==> src/rtl/shift_issue.sv <==
// Issue/capture stage around an external combinational right shifter.
// Two-entry valid/ready pipeline: S1 holds decoded requests, S2 holds results.
module shift_issue #(
  parameter int N = 16,
  parameter int W = $clog2(N)
) (
  input  logic         clk,
  input  logic         rst,
  input  logic         in_valid,
  output logic         in_ready,
  input  logic [N-1:0] in_data,
  input  logic [W:0]   in_amt,
  output logic [N-1:0] sh_x,
  output logic [N-1:0] sh_sel,
  input  logic [N-1:0] sh_o,
  output logic         out_valid,
  input  logic         out_ready,
  output logic [N-1:0] out_data,
  output logic         out_sticky,
  output logic         out_zero,
  output logic [7:0]   out_tag
);

  logic         s1_valid;
  logic [N-1:0] s1_x;
  logic [N-1:0] s1_sel;
  logic         s1_sticky;
  logic [7:0]   s1_tag;
  logic [7:0]   tag_cnt;

  logic         advance;
  logic         accept;
  logic [N-1:0] sel_d;
  logic         sticky_d;

  assign advance  = !out_valid || out_ready;
  assign in_ready = !s1_valid || advance;
  assign accept   = in_valid && in_ready;

  assign sh_x   = s1_x;
  assign sh_sel = s1_sel;

  // One-hot select for amt < N; amounts >= N match no line and leave sel = 0.
  // Sticky ORs every bit below the amount, which covers the >= N case too.
  always_comb begin
    sel_d    = '0;
    sticky_d = 1'b0;
    for (int unsigned i = 0; i < N; i++) begin
      if (32'(in_amt) == i) sel_d[i] = 1'b1;
      if (i < 32'(in_amt))  sticky_d = sticky_d | in_data[i];
    end
  end

  always_ff @(posedge clk) begin
    if (rst) begin
      s1_valid   <= 1'b0;
      s1_x       <= '0;
      s1_sel     <= '0;
      s1_sticky  <= 1'b0;
      s1_tag     <= '0;
      tag_cnt    <= '0;
      out_valid  <= 1'b0;
      out_data   <= '0;
      out_sticky <= 1'b0;
      out_zero   <= 1'b0;
      out_tag    <= '0;
    end else begin
      if (advance) begin
        out_valid <= s1_valid;
        if (s1_valid) begin
          out_data   <= sh_o;
          out_zero   <= (sh_o == '0);
          out_sticky <= s1_sticky;
          out_tag    <= s1_tag;
        end
      end
      if (accept) begin
        s1_valid  <= 1'b1;
        s1_x      <= in_data;
        s1_sel    <= sel_d;
        s1_sticky <= sticky_d;
        s1_tag    <= tag_cnt;
        tag_cnt   <= tag_cnt + 8'd1;
      end else if (advance) begin
        s1_valid <= 1'b0;
      end
    end
  end

endmodule

==> config.mk <==
export PLATFORM = sky130hd
export DESIGN_NAME = shift_issue
export DESIGN_NICKNAME = d
export VERILOG_FILES = /design/src/rtl/shift_issue.sv
export SDC_FILE = /design/constraint.sdc
export NUM_CORES = 1
export LEC_CHECK = 0
export ABC_AREA = 1
export CORE_ASPECT_RATIO = 1.1
export CORE_MARGIN = 5
export CORE_UTILIZATION = 40
export CTS_CLUSTER_SIZE = 8
export DETAILED_ROUTE_END_ITERATION = 8
export GPL_TIMING_DRIVEN = 0
export MAX_ROUTING_LAYER = met4
export PLACE_DENSITY = 0.71
export SYNTH_ARGS = -nofsm -noshare
export SYNTH_HDL_FRONTEND = slang
export SYNTH_SLANG_ARGS = --single-unit
==> constraint.sdc <==
create_clock -name clk -period 3.9 [get_ports clk]
set_clock_uncertainty 0.2 [all_clocks]
set_input_delay 0.78 -clock clk [delete_from_list [all_inputs] [get_ports clk]]
set_output_delay 0.78 -clock clk [all_outputs]
set_load 0.005 [all_outputs]
==> impl_results.md, run 1 <==
- Most Frequent Cell on Critical Path: clkdlybuf4s50_1
- Final GP Congestion: between 0.8 and 0.9
- Die Area: between 0.009 and 0.01 mm^2
- Adder-cell area share of the yosys netlist: less than 1%
- DRC Markers: 0
- Area delta synth->final: 41.1%
- TritonRoute pass-1 iters: 4
- Pwr dens: a little under 400 mW/mm^2
- Switching share of power: 28.6%
- Post-Syn Area: 0.00313 mm^2
- Hold Path Origin: s1_tag[2]
- Number of I/O pins: between 100 and 150
- Fill count: approximately 700
- FP Rows: 33
- Share of cells above drive strength 1: a little under a tenth
- Initial Util: 41.4%
- Worst Max-Slew Pin Slew: approximately 0.54 ns
- F_max: around 0.34 GHz
- Worst VDD drop: 0.221 mV
- Post-CTS sizing: 0
- Die W: 94.3 um
- H-tree Lvls: 3
- Fin nets: 565
- Synth top area cells: dfxtp_1 (49%), nor2_1 (10%), o21ai_0 (9.0%)
- Critical R2R Launch: out_valid
- Setup tns final: 0 ns
- Synth Area in Compound Gates: 16.5%
- Most common cell after layout, fill and taps aside: clkdlybuf4s50_1
- Fin util: between 50 and 60%
- Syn_area_per_cell: ~7.5 um^2
- Part of the power in combinational logic: between 10% and 20%
- DP Worst Slack: ~1 ns
- Max clock buf depth: 2
- Pleak: 1.76 nW
- First-pass GRT wire length: between 10,000 and 15,000 um
- FF-to-FF setup slack: approximately 2.4 ns
- Switching pwr: between 400 and 500 uW
- Initial antenna violation count: 0
- Seq/Total Area, Yosys: between 40% and 50%
- Number of buffers created by CTS: 9
- Syn_nets: about 460
- Final hold viol count: 0
- Hold EP: out_tag[2]
- Final setup fails: 0
- Most frequent cells in the layout: clkdlybuf4s50_1 (97), nor2_1 (85), dfxtp_1 (77), o21ai_0 (56), nand2_1 (51)
- Global Route Usage Sum: around a fifth
- Crit-path max cell delay: about 0.52 ns
- Root Driver: clkbuf_8
- Largest net degree at the start of global routing: 16
- R2R depth: 6
- Die H: around 100 um
- Vias in the first global route: about 3,000
- Worst rel slew slack: 64.2%
- R2R Path End: sh_x[9]
- RSZ-0062 raised after global routing: no
- Cell taking the most area after synthesis: dfxtp_1
- Detail-routed via count per cell: 4.88
- Reg power frac: between 50 and 60%
- DRT antenna net count: 0
- Final min period: 2.90 ns
- Multi-input gate area: between 0.001 and 0.0015 mm^2
- CTS tree: yes
- Syn Inst Count: 415
- Pwr Total: roughly 1.7 mW
- Initial DRC count: between 150 and 200
- CTS Hold Bufs: 0
- Post-route insts no fill: 633
- Sequential Area: 0.00154 mm^2
- Wire per inst: approximately 15 um
- Cell count after placement: just over 600
- Hold Crit Class: flop to flop
- CP Cell Sequence: clkdlybuf4s50_1, inv_2, nand3_4, clkdlybuf4s50_1
- Crit path required time: a little under 3 ns
- Max capacitance violation total: 0
- Vias: ~3,100
- Synth Area in XOR/XNOR: less than 1%
- N_diodes: 0
- WHS Path Cells: 2
- Synth cell types: 31
- Post-Synth Simple-Gate Area: around a quarter
- Yosys top cell area share: between 40% and 50%
- Largest family of logic cells by synthesized area: simple AND/OR/NAND/NOR gates
- Post-CTS Setup Bufs: 0
- Setup WS post-layout: ~1 ns
- GR Overflow Total: 0
- CP Max Fanout: 4
- Core box area: about 0.0076 mm^2
- Final worst-path cycle share: around 74%
- Setup CP Type: input port to primary output
- Cell Int Power: 1.21 mW
- Worst path arrival time: 1.92 ns
- CP Capture Type: primary output
- Clk Latency, worst-skew pair: around 0.37 ns
- CP max stage cell: clkdlybuf4s50_1
- Startpoint Class: input port
- WL final: roughly 9000 um
- Ys Warns: 0
- Clk slew on worst S/H paths: 0.09 ns
- Synthesis-stage register bit count: between 70 and 80
- DPL Wire Length: approximately 6900 um
- Clk pwr share: roughly a third
- Port Buf Inserts: between 90 and 100
- Max-slew violations: 0
- Multiplexer share of the synthesized area: 0%
- CTS sink count: 77
- Status: completed
per-stage QoR:
stage / hold slack, ns / cell area (um^2)
2_1_floorplan: 0.230 / 3130
3_3_place_gp: 0.245 / 4230
3_5_place_dp: 0.254 / 4230
4_1_cts: 0.259 / 4410
5_1_grt: 0.279 / 4410
6_report: 0.256 / 4410
routing by layer:
metal / track usage, % / wire [um] / vias to the layer above
li1: - / - / 1568
met1: 26.2 / 4210 / 1406
met2: 32.2 / 4190 / 99
met3: 3.58 / 620 / 13
met4: 8.89 / 209 / 0
met5: - / 0 / -
power groups by stage:
stage	sequential [mW]	clock, mW	combinational (mW)
3_3_place_gp	0.870	0	0.266
3_5_place_dp	0.871	0	0.269
5_1_grt	0.860	0.624	0.297
4_1_cts	0.853	0.584	0.270
2_1_floorplan	0.872	0	0.115
6_report	0.853	0.575	0.269
cells in the mapped netlist, drive strengths merged:
master  number
a211oi       1
a21boi       1
a21oi       37
and2         1
buf         18
clkbuf       7
dfxtp       77
ha           1
inv         31
nand2       54
nand3       18
nand4        6
nor2        90
nor3         7
nor4         2
o211a        1
o21ai       61
xor2         2
critical path: cells and delay by family:
kind,cells,cell delay [ns]
buffers and inverters,3,1.05
AND/OR/NAND/NOR,1,0.09
state kept, by name, indices dropped and copies added, names as in the netlist, 8 cells and up:
name,count
s1_tag,8
sh_sel,16
out_data,16
sh_x,16
tag_cnt,8
out_tag,8
worst max-delay path by stage:
stage	cells after the start	startpoint	slack [ns]	to
after global routing	4	out_ready	0.96	in_ready
after detailed placement	4	out_ready	1.0	in_ready
after global placement	4	out_ready	0.98	in_ready
final	4	out_ready	1.0	in_ready
after floorplan	2	out_ready	2.01	in_ready
after CTS	4	out_ready	0.99	in_ready
layout make-up:
| class | count | area share (%) |
|---|---|---|
| Clock inverter | 7 | 1.30 |
| Multi-Input combinational cell | 282 | 30.0 |
| Inverter | 31 | 2.64 |
| Sequential cell | 77 | 35.0 |
| Buffer | 25 | 3.26 |
| Clock buffer | 9 | 2.81 |
| Tap cell | 105 | 2.98 |
| Timing Repair Buffer | 97 | 22.0 |
cells by family after synthesis:
| logic type | after synthesis |
|---|---|
| AOI/OAI and AO/OA | 101 |
| xor gates and xnor gates | 2 |
| adders and majority gates | 1 |
| buffers and inverters | 56 |
| DFF | 77 |
| and+or+nand+nor | 178 |
Power figures use the tool's default switching activity.
==> inputs of run 2 (changes only) <==
- PLACE_DENSITY: 0.71 -> 0.74
- clock period: 3.9 -> 2.34 ns (I/O delays scaled with it)
==> run 2 against run 1 <==
Sequential cell count unchanged. Die area unchanged. Core utilization is 0.86 points higher. Routed wire length about the same. Combinational power up 67%. Final area is 1.5% higher. Critical path type unchanged. Largest cell class unchanged.
==> impl_results.md, run 2 (same netlist as run 1, synthesis figures left out) <==
- Die Area: approximately 0.0097 mm^2
- Post-CTS Setup Bufs: 0
- CP Capture Type: primary output
- Initial antenna violation count: 0
- Fin nets: about 570
- Max-slew violations: 0
- Final min period: about 2.3 ns
- Crit-path max cell delay: about 0.51 ns
- Worst rel slew slack: about 64%
- Max clock buf depth: 2
- CTS sink count: 77
- Final setup fails: 0
- GR Overflow Total: 0
- First-pass GRT wire length: roughly 15,000 um
- CP max stage cell: clkdlybuf4s50_1
- RSZ-0062 raised after global routing: no
- DRC Markers: 0
- M1 WL: ~4100 um
- Share of cells above drive strength 1: 9.28%
- Most Frequent Cell on Critical Path: clkdlybuf4s50_1
- DPL Wire Length: roughly 6800 um
- Status: completed
- Die H: between 100 and 150 um
- Fin util: between 50% and 60%
- Area delta synth->final: 43.1%
- Number of buffers created by CTS: 9
- Pwr dens: between 600 and 700 mW/mm^2
- Worst path arrival time: around 1.6 ns
- TritonRoute pass-1 iters: 5
- Worst VDD drop: roughly 0.33 mV
- DRT antenna net count: 0
- Setup tns final: 0 ns
- Setup CP Type: input port to primary output
- Clk Latency, worst-skew pair: roughly 0.35 ns
- Clk slew on worst S/H paths: ~0.080 ns
- Initial DRC count: between 100 and 150
- Post-CTS sizing: 0
- Largest net degree at the start of global routing: 15
- Final GP Congestion: 0.929
- Max capacitance violation total: 0
- Root Driver: clkbuf_8
- F_max: between 0.4 and 0.5 GHz
- FP Rows: 33
- Wire per inst: 14.6 um
- CTS tree: yes
- Final worst-path cycle share: between 90% and 100%
- Initial Util: roughly 41%
- WL final: between 9000 and 10,000 um
- Startpoint Class: input port
- H-tree Lvls: 3
- Die W: ~94 um
- Detail-routed via count per cell: around 5.0
- Worst Max-Slew Pin Slew: approximately 0.54 ns
- CTS Hold Bufs: 0
- CP Cell Sequence: clkdlybuf4s50_1, inv_2, nand3_4, clkdlybuf4s50_1
- Crit path required time: between 1.5 and 2 ns
- Vias: ~3,100
- Top routing layer used: met4
- Number of I/O pins: roughly 100
- Most frequent cells in the layout: clkdlybuf4s50_1 (97), nor2_1 (85), dfxtp_1 (77), o21ai_0 (56), nand2_1 (51)
- Core box area: 0.00756 mm^2
- Met2 routed WL: between 4000 and 5000 um
- Most common cell after layout, fill and taps aside: clkdlybuf4s50_1
- Hold Crit Class: flop to flop
- Routed wl met3: 586 um
- Global Route Usage Sum: just over 20%
- Final hold viol count: 0
- Port Buf Inserts: 97
- Pleak: roughly 1.8 nW
- Vias in the first global route: just over 3,000
- CP Max Fanout: 4
- N_diodes: 0
run 2: layer usage:
layer | global-route usage [%] | vias up
li1 | - | 1569
met1 | 24.9 | 1425
met2 | 33.1 | 123
met3 | 3.07 | 18
met4 | 8.56 | 0
met5 | - | -
run 2: metrics by stage:
stage / instance area, um^2 / instances / power [mW] / hold slack [ns] / worst slack (ns)
2_1_floorplan: 3130 / 415 / 1.65 / 0.230 / 0.842
3_3_place_gp: 4230 / 617 / 1.89 / 0.248 / 0.0455
3_5_place_dp: 4230 / 617 / 1.90 / 0.256 / 0.0719
4_1_cts: 4480 / 633 / 3.11 / 0.263 / 0.0646
5_1_grt: 4480 / 633 / 3.23 / 0.279 / 0.00464
6_report: 4480 / 633 / 3.10 / 0.264 / 0.0724
run 2: worst paths after layout:
path	startpoint	cells after the start	to	slack, ns
worst min register to register	s1_tag[2]	2	out_tag[2]	0.26
worst min-delay path	s1_tag[2]	2	out_tag[2]	0.26
worst max register to register	out_valid	7	sh_x[6]	0.83
worst max-delay path	out_ready	4	in_ready	0.07
run 2: where the power goes:
part,switching (mW),internal [mW]
sequential,0.0375,1.38
combinational,0.217,0.233
clock,0.513,0.713
run 2: area by class of cell:
type | instances | area [um^2]
inverter | 31 | 116
clock buffer | 9 | 124
buffer | 25 | 144
tap | 105 | 131
sequential | 77 | 1540
fill | 699 | 3080
timing repair buffer | 97 | 971
multi-input combinational | 282 | 1330
clock inverter | 7 | 123
run 2: worst max-delay path: cells and delay by family:
| family | cells | cell delay, ns |
|---|---|---|
| and+or+nand+nor | 1 | 0.09 |
| buffers and inverters | 3 | 1.03 |
==> inputs of run 3 (changes only) <==
- CORE_UTILIZATION: 40 -> 41
- PLACE_DENSITY: 0.74 -> 0.75
==> run 3 against run 2 <==
Sequential cell count stayed put. Critical path type unchanged. Core utilization is 0.35 points higher. Critical endpoint unchanged. Via count is 0.83% lower.
==> impl_results.md, run 3 (same netlist as run 1, synthesis figures left out) <==
- Fin nets: 565
- Clk pwr share: 37.5%
- Port Buf Inserts: 97
- Core box area: roughly 0.0074 mm^2
- TritonRoute pass-1 iters: 4
- WL final: between 8000 and 9000 um
- Post-CTS Setup Bufs: 0
- Critical Path Source: out_ready
- RSZ-0062 raised after global routing: no
- Switching share of power: roughly 25%
- Worst rel slew slack: between 60% and 70%
- DPL Wire Length: 6850 um
- N_diodes: 0
- Clk slew on worst S/H paths: 0.08 ns
- Worst Max-Slew Pin Slew: approximately 0.54 ns
- Setup CP Type: input port to primary output
- Final min period: roughly 2.3 ns
- FF-to-FF setup slack: roughly 0.81 ns
- Wire per inst: roughly 15 um
- Die H: ~100 um
- Final worst-path cycle share: 98.0%
- Vias in the first global route: ~3,200
- Initial Util: 42.1%
- Most frequent cells in the layout: clkdlybuf4s50_1 (97), nor2_1 (85), dfxtp_1 (77), o21ai_0 (56), nand2_1 (51)
- Global Route Usage Sum: approximately 20%
- F_max: ~0.44 GHz
- Pwr dens: 675 mW/mm^2
- Reg power frac: roughly 48%
- Post-CTS sizing: 0
- Most common cell after layout, fill and taps aside: clkdlybuf4s50_1
- Worst path arrival time: ~1.6 ns
- Cell Int Power: approximately 2.2 mW
- CTS Hold Bufs: 0
- Worst VDD drop: 0.440 mV
- Clk Latency, worst-skew pair: between 0.3 and 0.4 ns
- Detail-routed via count per cell: 5.06
- GR Overflow Total: 0
- FP Rows: 33
- Final setup fails: 0
- Status: completed
- Initial antenna violation count: 0
- CTS sink count: between 70 and 80
- R2R Path End: s1_tag[1]
- Final hold viol count: 0
- Share of cells above drive strength 1: between 9 and 10%
- Post-route insts no fill: between 600 and 700
- Critical R2R Launch: out_valid
- Pleak: approximately 1.8 nW
- Final instance area: around 0.0044 mm^2
- Switching pwr: roughly 740 uW
- Root Driver: clkbuf_8
- Crit path required time: 1.67 ns
- Startpoint Class: input port
- DRT antenna net count: 0
- Number of I/O pins: around 100
- Initial DRC count: 177
- First-pass GRT wire length: around 15,000 um
- DRC Markers: 0
- Final GP Congestion: roughly 0.9
- Largest net degree at the start of global routing: 14
- CP Capture Type: primary output
- Hold Crit Class: input port to flop
- Die Area: roughly 0.0095 mm^2
- Vias: ~3,100
- Cell count after placement: about 600
- Area delta synth->final: 41.6%
- CTS tree: yes
- Worst hold slack: around 0.27 ns
- Critical path destination: in_ready
- Placed inst area: roughly 0.0042 mm^2
- R2R depth: 6
- Max clock buf depth: 2
- CP Max Fanout: 4
- Setup tns final: 0 ns
- Max capacitance violation total: 0
- Number of buffers created by CTS: 9
- Max-slew violations: 0
- H-tree Lvls: 3
- Part of the power in combinational logic: between 10% and 20%
- Die W: 93.3 um
- Fin util: between 50% and 60%
run 3: cell count changes in the layout (fill, tap and decap cells not counted):
cell,delta
clkinv_4,-1
clkbuf_8,+1
bufinv_16,-1
run 3: metrics by stage:
stage	setup slack, ns	total power [mW]
2_1_floorplan	0.842	1.65
3_3_place_gp	0.0570	1.89
3_5_place_dp	0.0491	1.90
4_1_cts	0.0417	3.01
5_1_grt	0.0119	3.12
6_report	0.0471	2.99
run 3: metal layers:
metal / vias up / track usage [%] / part of all wire [%]
met5: - / - / 0
li1: 1562 / - / -
met1: 1419 / 24.6 / 43
met3: 18 / 3.19 / 6.4
met4: 0 / 9.47 / 2.5
met2: 110 / 33.6 / 48
run 3: power by group through the flow:
stage	Clock (mW)	Combinational, mW	Sequential [mW]
6_report	1.12	0.446	1.42
3_5_place_dp	0	0.446	1.45
3_3_place_gp	0	0.439	1.45
5_1_grt	1.19	0.494	1.43
2_1_floorplan	0	0.192	1.45
4_1_cts	1.14	0.449	1.42
run 3: worst min path at each step:
| stage | start | to | slack, ns | depth (start not counted) |
|---|---|---|---|---|
| floorplan | s1_tag[2] | out_tag[2] | 0.23 | 2 |
| global placement | s1_tag[2] | out_tag[2] | 0.25 | 2 |
| detailed placement | sh_sel[6] | sh_sel[6] | 0.26 | 2 |
| CTS | in_amt[2] | sh_sel[4] | 0.26 | 3 |
| global route | in_amt[2] | sh_sel[4] | 0.28 | 3 |
| finish | in_amt[2] | sh_sel[4] | 0.27 | 3 |
run 3: area by class of cell:
type                    instances  area (um^2)
fillers                       668         3000
flip-flops and latches         77         1540
multi-input cells             282         1330
repair buffers                 97          971
plain buffers                  25          144
clock buffers                  10          138
inverters                      31          116
well taps                      87          109
clock inverters                 5         83.8
run 3: worst max-delay path, cell delays in order:
cell             delay [ns]
clkdlybuf4s50_1        0.48
inv_2                  0.06
nand3_4                0.09
clkdlybuf4s50_1        0.52
